### src/rtl/branch_resolver_if.sv
// Fetch/execute-facing signal bundle of the branch resolver.
// The master side records predictions and resolves branches; the slave side is the resolver.
interface branch_resolver_if;
  logic        push_valid;
  logic        push_taken;
  logic [15:0] push_target;
  logic [15:0] push_fallthru;
  logic [15:0] push_psw;
  logic        full;
  logic        empty;
  logic        res_valid;
  logic        res_taken;
  logic [15:0] res_target;
  logic        redirect_valid;
  logic [15:0] redirect_pc;
  logic        psw_restore_valid;
  logic [15:0] psw_restore;
  logic        flush;
  logic [15:0] branch_count;
  logic [15:0] mispredict_count;
  logic        err_overflow;
  logic        err_underflow;

  modport master (
    output push_valid, push_taken, push_target, push_fallthru, push_psw,
    output res_valid, res_taken, res_target,
    input  full, empty, redirect_valid, redirect_pc, psw_restore_valid, psw_restore,
    input  flush, branch_count, mispredict_count, err_overflow, err_underflow
  );

  modport slave (
    input  push_valid, push_taken, push_target, push_fallthru, push_psw,
    input  res_valid, res_taken, res_target,
    output full, empty, redirect_valid, redirect_pc, psw_restore_valid, psw_restore,
    output flush, branch_count, mispredict_count, err_overflow, err_underflow
  );
endinterface

### src/rtl/branch_resolver.sv
// Execute-stage branch resolver: queues fetch predictions, checks them against
// actual outcomes, and issues a redirect plus a timed pipeline flush on a mispredict.
module branch_resolver #(
  parameter int DEPTH        = 4,
  parameter int FLUSH_CYCLES = 2
) (
  input logic              clk,
  input logic              rst_n,
  branch_resolver_if.slave br
);
  localparam int PW = $clog2(DEPTH);
  localparam int CW = (FLUSH_CYCLES < 2) ? 1 : $clog2(FLUSH_CYCLES + 1);
  localparam logic [CW-1:0] FLUSH_INIT = CW'(FLUSH_CYCLES);

  typedef enum logic [0:0] {ST_IDLE = 1'b0, ST_FLUSH = 1'b1} state_t;

  state_t          state_r;
  logic [CW-1:0]   flush_cnt_r;
  logic [48:0]     mem_r [DEPTH];
  logic [PW:0]     wr_ptr_r, rd_ptr_r;
  logic            full_r, empty_r, flush_r, redirect_valid_r;
  logic [15:0]     redirect_pc_r, psw_restore_r;
  logic [15:0]     branch_count_r, mispredict_count_r;
  logic            err_overflow_r, err_underflow_r;

  logic [48:0]     head_s;
  logic            res_do_s, mispredict_s, pop_s, push_do_s;
  logic            overflow_set_s, underflow_set_s;
  logic [PW:0]     wr_ptr_nxt_s, rd_ptr_nxt_s;

  function automatic logic [15:0] sat_inc(input logic [15:0] v);
    return (v == 16'hFFFF) ? v : (v + 16'd1);
  endfunction

  assign head_s = mem_r[rd_ptr_r[PW-1:0]];

  // Resolve/push arbitration and next queue pointers.
  always_comb begin
    res_do_s        = br.res_valid && (state_r == ST_IDLE) && !empty_r;
    mispredict_s    = res_do_s && ((br.res_taken != head_s[48]) ||
                      (br.res_taken && (br.res_target != head_s[47:32])));
    pop_s           = res_do_s && !mispredict_s;
    // A same-cycle pop frees a slot, so a push into a full queue is legal then.
    push_do_s       = br.push_valid && (state_r == ST_IDLE) && !mispredict_s && (!full_r || pop_s);
    overflow_set_s  = br.push_valid && (state_r == ST_IDLE) && full_r && !res_do_s;
    underflow_set_s = br.res_valid && (state_r == ST_IDLE) && empty_r;
    wr_ptr_nxt_s    = wr_ptr_r;
    rd_ptr_nxt_s    = rd_ptr_r;
    if (mispredict_s) begin
      rd_ptr_nxt_s = wr_ptr_r;
    end else begin
      wr_ptr_nxt_s = wr_ptr_r + {{PW{1'b0}}, push_do_s};
      rd_ptr_nxt_s = rd_ptr_r + {{PW{1'b0}}, pop_s};
    end
  end

  // Prediction queue storage, pointers and registered occupancy flags.
  always_ff @(posedge clk or negedge rst_n) begin
    if (!rst_n) begin
      for (int i = 0; i < DEPTH; i++) mem_r[i] <= 49'd0;
      wr_ptr_r <= '0;
      rd_ptr_r <= '0;
      full_r   <= 1'b0;
      empty_r  <= 1'b1;
    end else begin
      if (push_do_s) begin
        mem_r[wr_ptr_r[PW-1:0]] <= {br.push_taken, br.push_target, br.push_fallthru, br.push_psw};
      end
      wr_ptr_r <= wr_ptr_nxt_s;
      rd_ptr_r <= rd_ptr_nxt_s;
      full_r   <= (wr_ptr_nxt_s[PW] != rd_ptr_nxt_s[PW]) &&
                  (wr_ptr_nxt_s[PW-1:0] == rd_ptr_nxt_s[PW-1:0]);
      empty_r  <= (wr_ptr_nxt_s == rd_ptr_nxt_s);
    end
  end

  // Flush FSM, redirect outputs, statistics and sticky errors.
  always_ff @(posedge clk or negedge rst_n) begin
    if (!rst_n) begin
      state_r            <= ST_IDLE;
      flush_cnt_r        <= '0;
      flush_r            <= 1'b0;
      redirect_valid_r   <= 1'b0;
      redirect_pc_r      <= 16'd0;
      psw_restore_r      <= 16'd0;
      branch_count_r     <= 16'd0;
      mispredict_count_r <= 16'd0;
      err_overflow_r     <= 1'b0;
      err_underflow_r    <= 1'b0;
    end else begin
      redirect_valid_r <= mispredict_s;
      case (state_r)
        ST_IDLE: begin
          if (mispredict_s) begin
            state_r       <= ST_FLUSH;
            flush_cnt_r   <= FLUSH_INIT;
            flush_r       <= 1'b1;
            redirect_pc_r <= br.res_taken ? br.res_target : head_s[31:16];
            psw_restore_r <= head_s[15:0];
          end else begin
            flush_r <= 1'b0;
          end
        end
        ST_FLUSH: begin
          if (flush_cnt_r == CW'(1)) begin
            state_r <= ST_IDLE;
            flush_r <= 1'b0;
          end else begin
            flush_cnt_r <= flush_cnt_r - CW'(1);
            flush_r     <= 1'b1;
          end
        end
        default: begin
          state_r <= ST_IDLE;
          flush_r <= 1'b0;
        end
      endcase
      if (res_do_s) branch_count_r <= sat_inc(branch_count_r);
      if (mispredict_s) mispredict_count_r <= sat_inc(mispredict_count_r);
      if (overflow_set_s) err_overflow_r <= 1'b1;
      if (underflow_set_s) err_underflow_r <= 1'b1;
    end
  end

  assign br.full              = full_r;
  assign br.empty             = empty_r;
  assign br.flush             = flush_r;
  assign br.redirect_valid    = redirect_valid_r;
  assign br.psw_restore_valid = redirect_valid_r;
  assign br.redirect_pc       = redirect_pc_r;
  assign br.psw_restore       = psw_restore_r;
  assign br.branch_count      = branch_count_r;
  assign br.mispredict_count  = mispredict_count_r;
  assign br.err_overflow      = err_overflow_r;
  assign br.err_underflow     = err_underflow_r;
endmodule
### src/flat_wrapper.sv
// flat-port wrapper written by rule: the top's interface ports become plain ports
module branch_resolver_flat 
#(
  parameter int DEPTH        = 4,
  parameter int FLUSH_CYCLES = 2
)
  (clk, rst_n, br_push_valid, br_push_taken, br_push_target, br_push_fallthru, br_push_psw, br_res_valid, br_res_taken, br_res_target, br_full, br_empty, br_redirect_valid, br_redirect_pc, br_psw_restore_valid, br_psw_restore, br_flush, br_branch_count, br_mispredict_count, br_err_overflow, br_err_underflow);
  branch_resolver_if br_i ();
  input logic clk;
  input logic rst_n;
  input wire logic [$bits(br_i.push_valid)-1:0] br_push_valid;
  input wire logic [$bits(br_i.push_taken)-1:0] br_push_taken;
  input wire logic [$bits(br_i.push_target)-1:0] br_push_target;
  input wire logic [$bits(br_i.push_fallthru)-1:0] br_push_fallthru;
  input wire logic [$bits(br_i.push_psw)-1:0] br_push_psw;
  input wire logic [$bits(br_i.res_valid)-1:0] br_res_valid;
  input wire logic [$bits(br_i.res_taken)-1:0] br_res_taken;
  input wire logic [$bits(br_i.res_target)-1:0] br_res_target;
  output wire logic [$bits(br_i.full)-1:0] br_full;
  output wire logic [$bits(br_i.empty)-1:0] br_empty;
  output wire logic [$bits(br_i.redirect_valid)-1:0] br_redirect_valid;
  output wire logic [$bits(br_i.redirect_pc)-1:0] br_redirect_pc;
  output wire logic [$bits(br_i.psw_restore_valid)-1:0] br_psw_restore_valid;
  output wire logic [$bits(br_i.psw_restore)-1:0] br_psw_restore;
  output wire logic [$bits(br_i.flush)-1:0] br_flush;
  output wire logic [$bits(br_i.branch_count)-1:0] br_branch_count;
  output wire logic [$bits(br_i.mispredict_count)-1:0] br_mispredict_count;
  output wire logic [$bits(br_i.err_overflow)-1:0] br_err_overflow;
  output wire logic [$bits(br_i.err_underflow)-1:0] br_err_underflow;
  assign br_i.push_valid = br_push_valid;
  assign br_i.push_taken = br_push_taken;
  assign br_i.push_target = br_push_target;
  assign br_i.push_fallthru = br_push_fallthru;
  assign br_i.push_psw = br_push_psw;
  assign br_i.res_valid = br_res_valid;
  assign br_i.res_taken = br_res_taken;
  assign br_i.res_target = br_res_target;
  assign br_full = br_i.full;
  assign br_empty = br_i.empty;
  assign br_redirect_valid = br_i.redirect_valid;
  assign br_redirect_pc = br_i.redirect_pc;
  assign br_psw_restore_valid = br_i.psw_restore_valid;
  assign br_psw_restore = br_i.psw_restore;
  assign br_flush = br_i.flush;
  assign br_branch_count = br_i.branch_count;
  assign br_mispredict_count = br_i.mispredict_count;
  assign br_err_overflow = br_i.err_overflow;
  assign br_err_underflow = br_i.err_underflow;
  branch_resolver #(.DEPTH(DEPTH), .FLUSH_CYCLES(FLUSH_CYCLES)) u_core (.clk(clk), .rst_n(rst_n), .br(br_i));
endmodule
### config.mk
export PLATFORM = sky130hd
export DESIGN_NAME = branch_resolver_flat
export DESIGN_NICKNAME = d
export VERILOG_FILES = /design/src/rtl/branch_resolver_if.sv /design/src/rtl/branch_resolver.sv /design/src/flat_wrapper.sv
export SDC_FILE = /design/constraint.sdc
export NUM_CORES = 1
export LEC_CHECK = 0
export CAP_MARGIN = 20
export CORE_ASPECT_RATIO = 1.25
export CORE_MARGIN = 2
export CORE_UTILIZATION = 30
export DETAILED_ROUTE_END_ITERATION = 10
export GPL_ROUTABILITY_DRIVEN = 0
export PLACE_DENSITY_LB_ADDON = 0.05
export SLEW_MARGIN = 20
export SYNTH_ARGS = -nofsm -noshare
export SYNTH_HDL_FRONTEND = slang
export SYNTH_SLANG_ARGS = --single-unit
### constraint.sdc
create_clock -name clk -period 10.05 [get_ports clk]
set_input_delay 1.5075 -clock clk [delete_from_list [all_inputs] [get_ports clk]]
set_output_delay 1.5075 -clock clk [all_outputs]
set_load 0.005 [all_outputs]
==> summary.md <==
| Metric | Value |
|---|---|
| Most common cell on crit path | `buf_4` |
| Die Ht | `roughly 230 um` |
| Area of the core | `approximately 40000 um2` |
| Layout cells sized above 1 | `33.2%` |
| Delay of the slowest cell on the worst path | `870 ps` |
| Pleak | `~6.3 nW` |
| Antenna-violating nets left | `0` |
| Clock sink total | `~270` |
| CTS buffer count | `31` |
| Nets | `1012` |
| Max-capacitance violation count | `0` |
| Post-synth EDFFs | `0` |
| Antenna Cells | `0` |
| Actual slew at the worst max-slew pin | `~930 ps` |
| Final WS setup | `4960 ps` |
| Reg2reg start | `u_core.rd_ptr_r[0]` |
| PD cells | `approximately 320 nW/um2` |
| Hold Path Origin | `u_core.br.err_underflow` |
| Synth cell types | `36` |
| DRC viols | `0` |
| Global-route wire length before repair | `roughly 50 mm` |
| Post-cts hold buffer count | `0` |
| Area share of the largest cell type after synthesis | `a little under three fifths` |
| Total grt overflow | `0` |
| Num ports | `141` |
| Largest net degree at the start of global routing | `around 130` |
| Vias in the first global route | `between 8000 and 9000` |
| Switching share of power | `29.7%` |
| Syn_nets | `874` |
| P&R area growth vs syn | `26.1%` |
| Status | `finished, final reports clean` |
| Max-slew violations | `0` |
| Area leader, netlist | `dfrtp_1` |
| Via count | `7272` |
| Final setup TNS | `0 ps` |
| Syn_area_per_cell | `15.3 um2` |
| Commonest cells in the netlist | `dfrtp_1, mux2_2, mux4_2` |
| Worst skew pair latency | `between 500 and 600 ps` |
| Die ar. | `approximately 42000 um2` |
| Post-synth top flop | `dfrtp_1` |
| Power, Total | `4.94 mW` |
| DIE WIDTH | `approximately 180 um` |
| Root buffer cell | `clkbuf_16` |
| FP Rows | `82` |
| Worst path cell trace | `buf_4, mux4_2, xor2_1, nor4_1, a31oi_4, buf_4, a2111oi_4, buf_4, mux2_2` |
| Mapped Cells | `797` |
| Final Setup Violations | `0` |
| Grt met1 use | `18.3%` |
| Minimum clock period | `~5100 ps` |
| Critical path class | `reg -> reg` |
| TritonCTS clock tree | `built` |
| Clock transition at path regs | `~60 ps` |
| Crit path DAT | `5520 ps` |
| CP startpoint | `u_core.rd_ptr_r[0]` |
| Postcts setup bufs | `0` |
| Slowest cell on the critical path | `dfrtp_4` |
| Resized Gates After CTS | `0` |
| Int Power | `around 3.5 mW` |
| Placed wire-length estimate | `between 15 and 20 mm` |
| Drt pass-1 iters | `4` |
| Vias per cell | `slightly below 5` |
| FFs w/ async S/R, synth | `between 90% and 100%` |
| Syn Std Cell Area | `about 12000 um2` |
| Fillers | `~3800` |
| Initial core utilization | `a little under a third` |
| Placed instance area | `approximately 14000 um2` |
| Hold crit path type | `reg -> reg` |
| Logic pwr share | `33.9%` |
| Period utilization | `between 50% and 60%` |
| Longest Clk Path Bufs | `3` |
| Fmax | `approximately 0.2 GHz` |
| Final Instance Area | `15400 um2` |
| CP max FO | `49` |
| CTS H-tree lvls | `1` |
| Worst Skew | `approximately 9.1 ps` |
| Met3 usage in global routing | `under 10%` |
| Seq/Total Area, Yosys | `a little under three fifths` |
| Max-slew headroom | `37.9%` |
| Reg power frac | `around two fifths` |
| Ranking of synthesized cells by area | `dfrtp_1, mux2_2, mux4_2, mux2_1, xnor2_1` |
| Endpoints failing hold | `0` |
| Routed wire length | `31.5 mm` |
| Initial antenna violation count | `3` |
| Sw power | `1.47 mW` |
| Buffers on Ports | `140` |
| CP Launch Type | `flip-flop` |
| RSZ-0062 raised after global routing | `no` |
| Global Route Usage Sum | `between 10% and 20%` |
| Clock power share | `a little over a quarter` |
| Iter 0 DRT Violations | `approximately 180` |
| Post-layout util | `between 30% and 40%` |
| Most numerous cell in the Yosys netlist | `dfrtp_1` |
| Wirelength per Cell | `between 20 and 25 um` |
| Met2 GRT Util | `a little over a quarter` |
| Busiest grt layer | `met2` |
| Place WS | `around 4400 ps` |
| Crit path required time | `around 10000 ps` |
| Endpoint class of the critical path | `flip-flop` |
| Ys Warns | `0` |
| Yosys reg bits | `approximately 270` |
| Worst vdd ir | `0.000127 V` |
flip-flops by register name (all words and copies together), names as in the netlist:
register	flops
u_core.br.redirect_pc	16
u_core.br.empty	1
u_core.br.full	1
u_core.br.mispredict_count	16
u_core.br.psw_restore_valid	1
u_core.rd_ptr_r	3
u_core.br.err_underflow	1
u_core.state_r	1
u_core.wr_ptr_r	3
u_core.flush_cnt_r	2
u_core.mem_r	196
u_core.br.branch_count	16
u_core.br.err_overflow	1
u_core.br.psw_restore	16
critical path: cells and delay by family, from the launching register on:
kind / cells / cell delay [ps]
compound gates: 2 / 630
xor+xnor: 1 / 170
buf+inv: 3 / 1690
flops: 1 / 870
mux: 2 / 1000
simple gates: 1 / 460
area by class of cell:
cell class / count / area, um2 / area share [%]
repair buffers: 152 / 1520 / 9.89
multi-input cells: 470 / 5080 / 33.0
well taps: 546 / 683 / 4.44
clock buffers: 41 / 903 / 5.88
flip-flops and latches: 274 / 6860 / 44.6
inverters: 6 / 22.5 / 0.146
clock inverters: 15 / 304 / 1.98
cells in the final DEF (no fill, tap or decap), types with 2 or more instances in the layout:
master           instances
clkbuf_8                 9
nand4_1                 12
nor2_1                   5
and4_1                   7
a21oi_1                 32
dfrtp_1                271
inv_1                    5
a31o_2                   4
a31oi_1                  5
buf_4                   10
nor3_1                   4
nand2_1                 14
clkbuf_16               31
nand2b_1                 2
mux2_2                 189
xor2_1                  16
nand3_1                 15
xnor2_1                 35
a2111oi_4                4
clkdlybuf4s50_1        139
ha_1                     7
bufinv_16                9
clkinv_2                 5
nor2b_1                  3
and3_1                   9
mux2i_1                 21
mux4_2                  47
mux2_1                  30
power groups by stage:
stage	Clock [mW]	Sequential, mW	Combinational, mW
finish	1.32	1.95	1.67
floorplan	0	1.82	1.22
global route	1.41	2.02	1.82
detailed placement	0	1.98	1.71
global placement	0	1.94	1.67
CTS	1.36	1.96	1.72
per-layer routing:
metal / part of all wire [%] / routed length, um / vias to the layer above
li1: - / - / 3218
met1: 42 / 13100 / 3865
met2: 52 / 16300 / 142
met3: 4.5 / 1420 / 41
met4: 1.9 / 612 / 6
met5: 0.11 / 36 / -
final timing paths:
kind	endpoint	slack, ps	depth (start not counted)
max	u_core.mem_r[2]	4960	9
max in group asynchronous	u_core.mem_r[4]	7710	3
max reg2reg	u_core.mem_r[2]	4960	9
min reg2reg	u_core.br.err_underflow	460	1
min in group asynchronous	u_core.br.mispredict_count[8]	840	1
min	u_core.br.err_underflow	460	1
per-stage QoR:
step                hold WS, ps  instances
floorplan                   452        797
global placement            454       1447
detailed placement          454       1447
CTS                         469       1503
global route                488       1504
finish                      463       1504
kinds of logic after synthesis:
logic type | share of synthesized area [%]
muxes | 30.6
DFF | 56.2
and+or+nand+nor | 3.36
buffers and inverters | 2.34
AOI/OAI and AO/OA | 3.06
xor gates and xnor gates | 3.66
adders and majority gates | 0.718
Power figures use the tool's default switching activity.
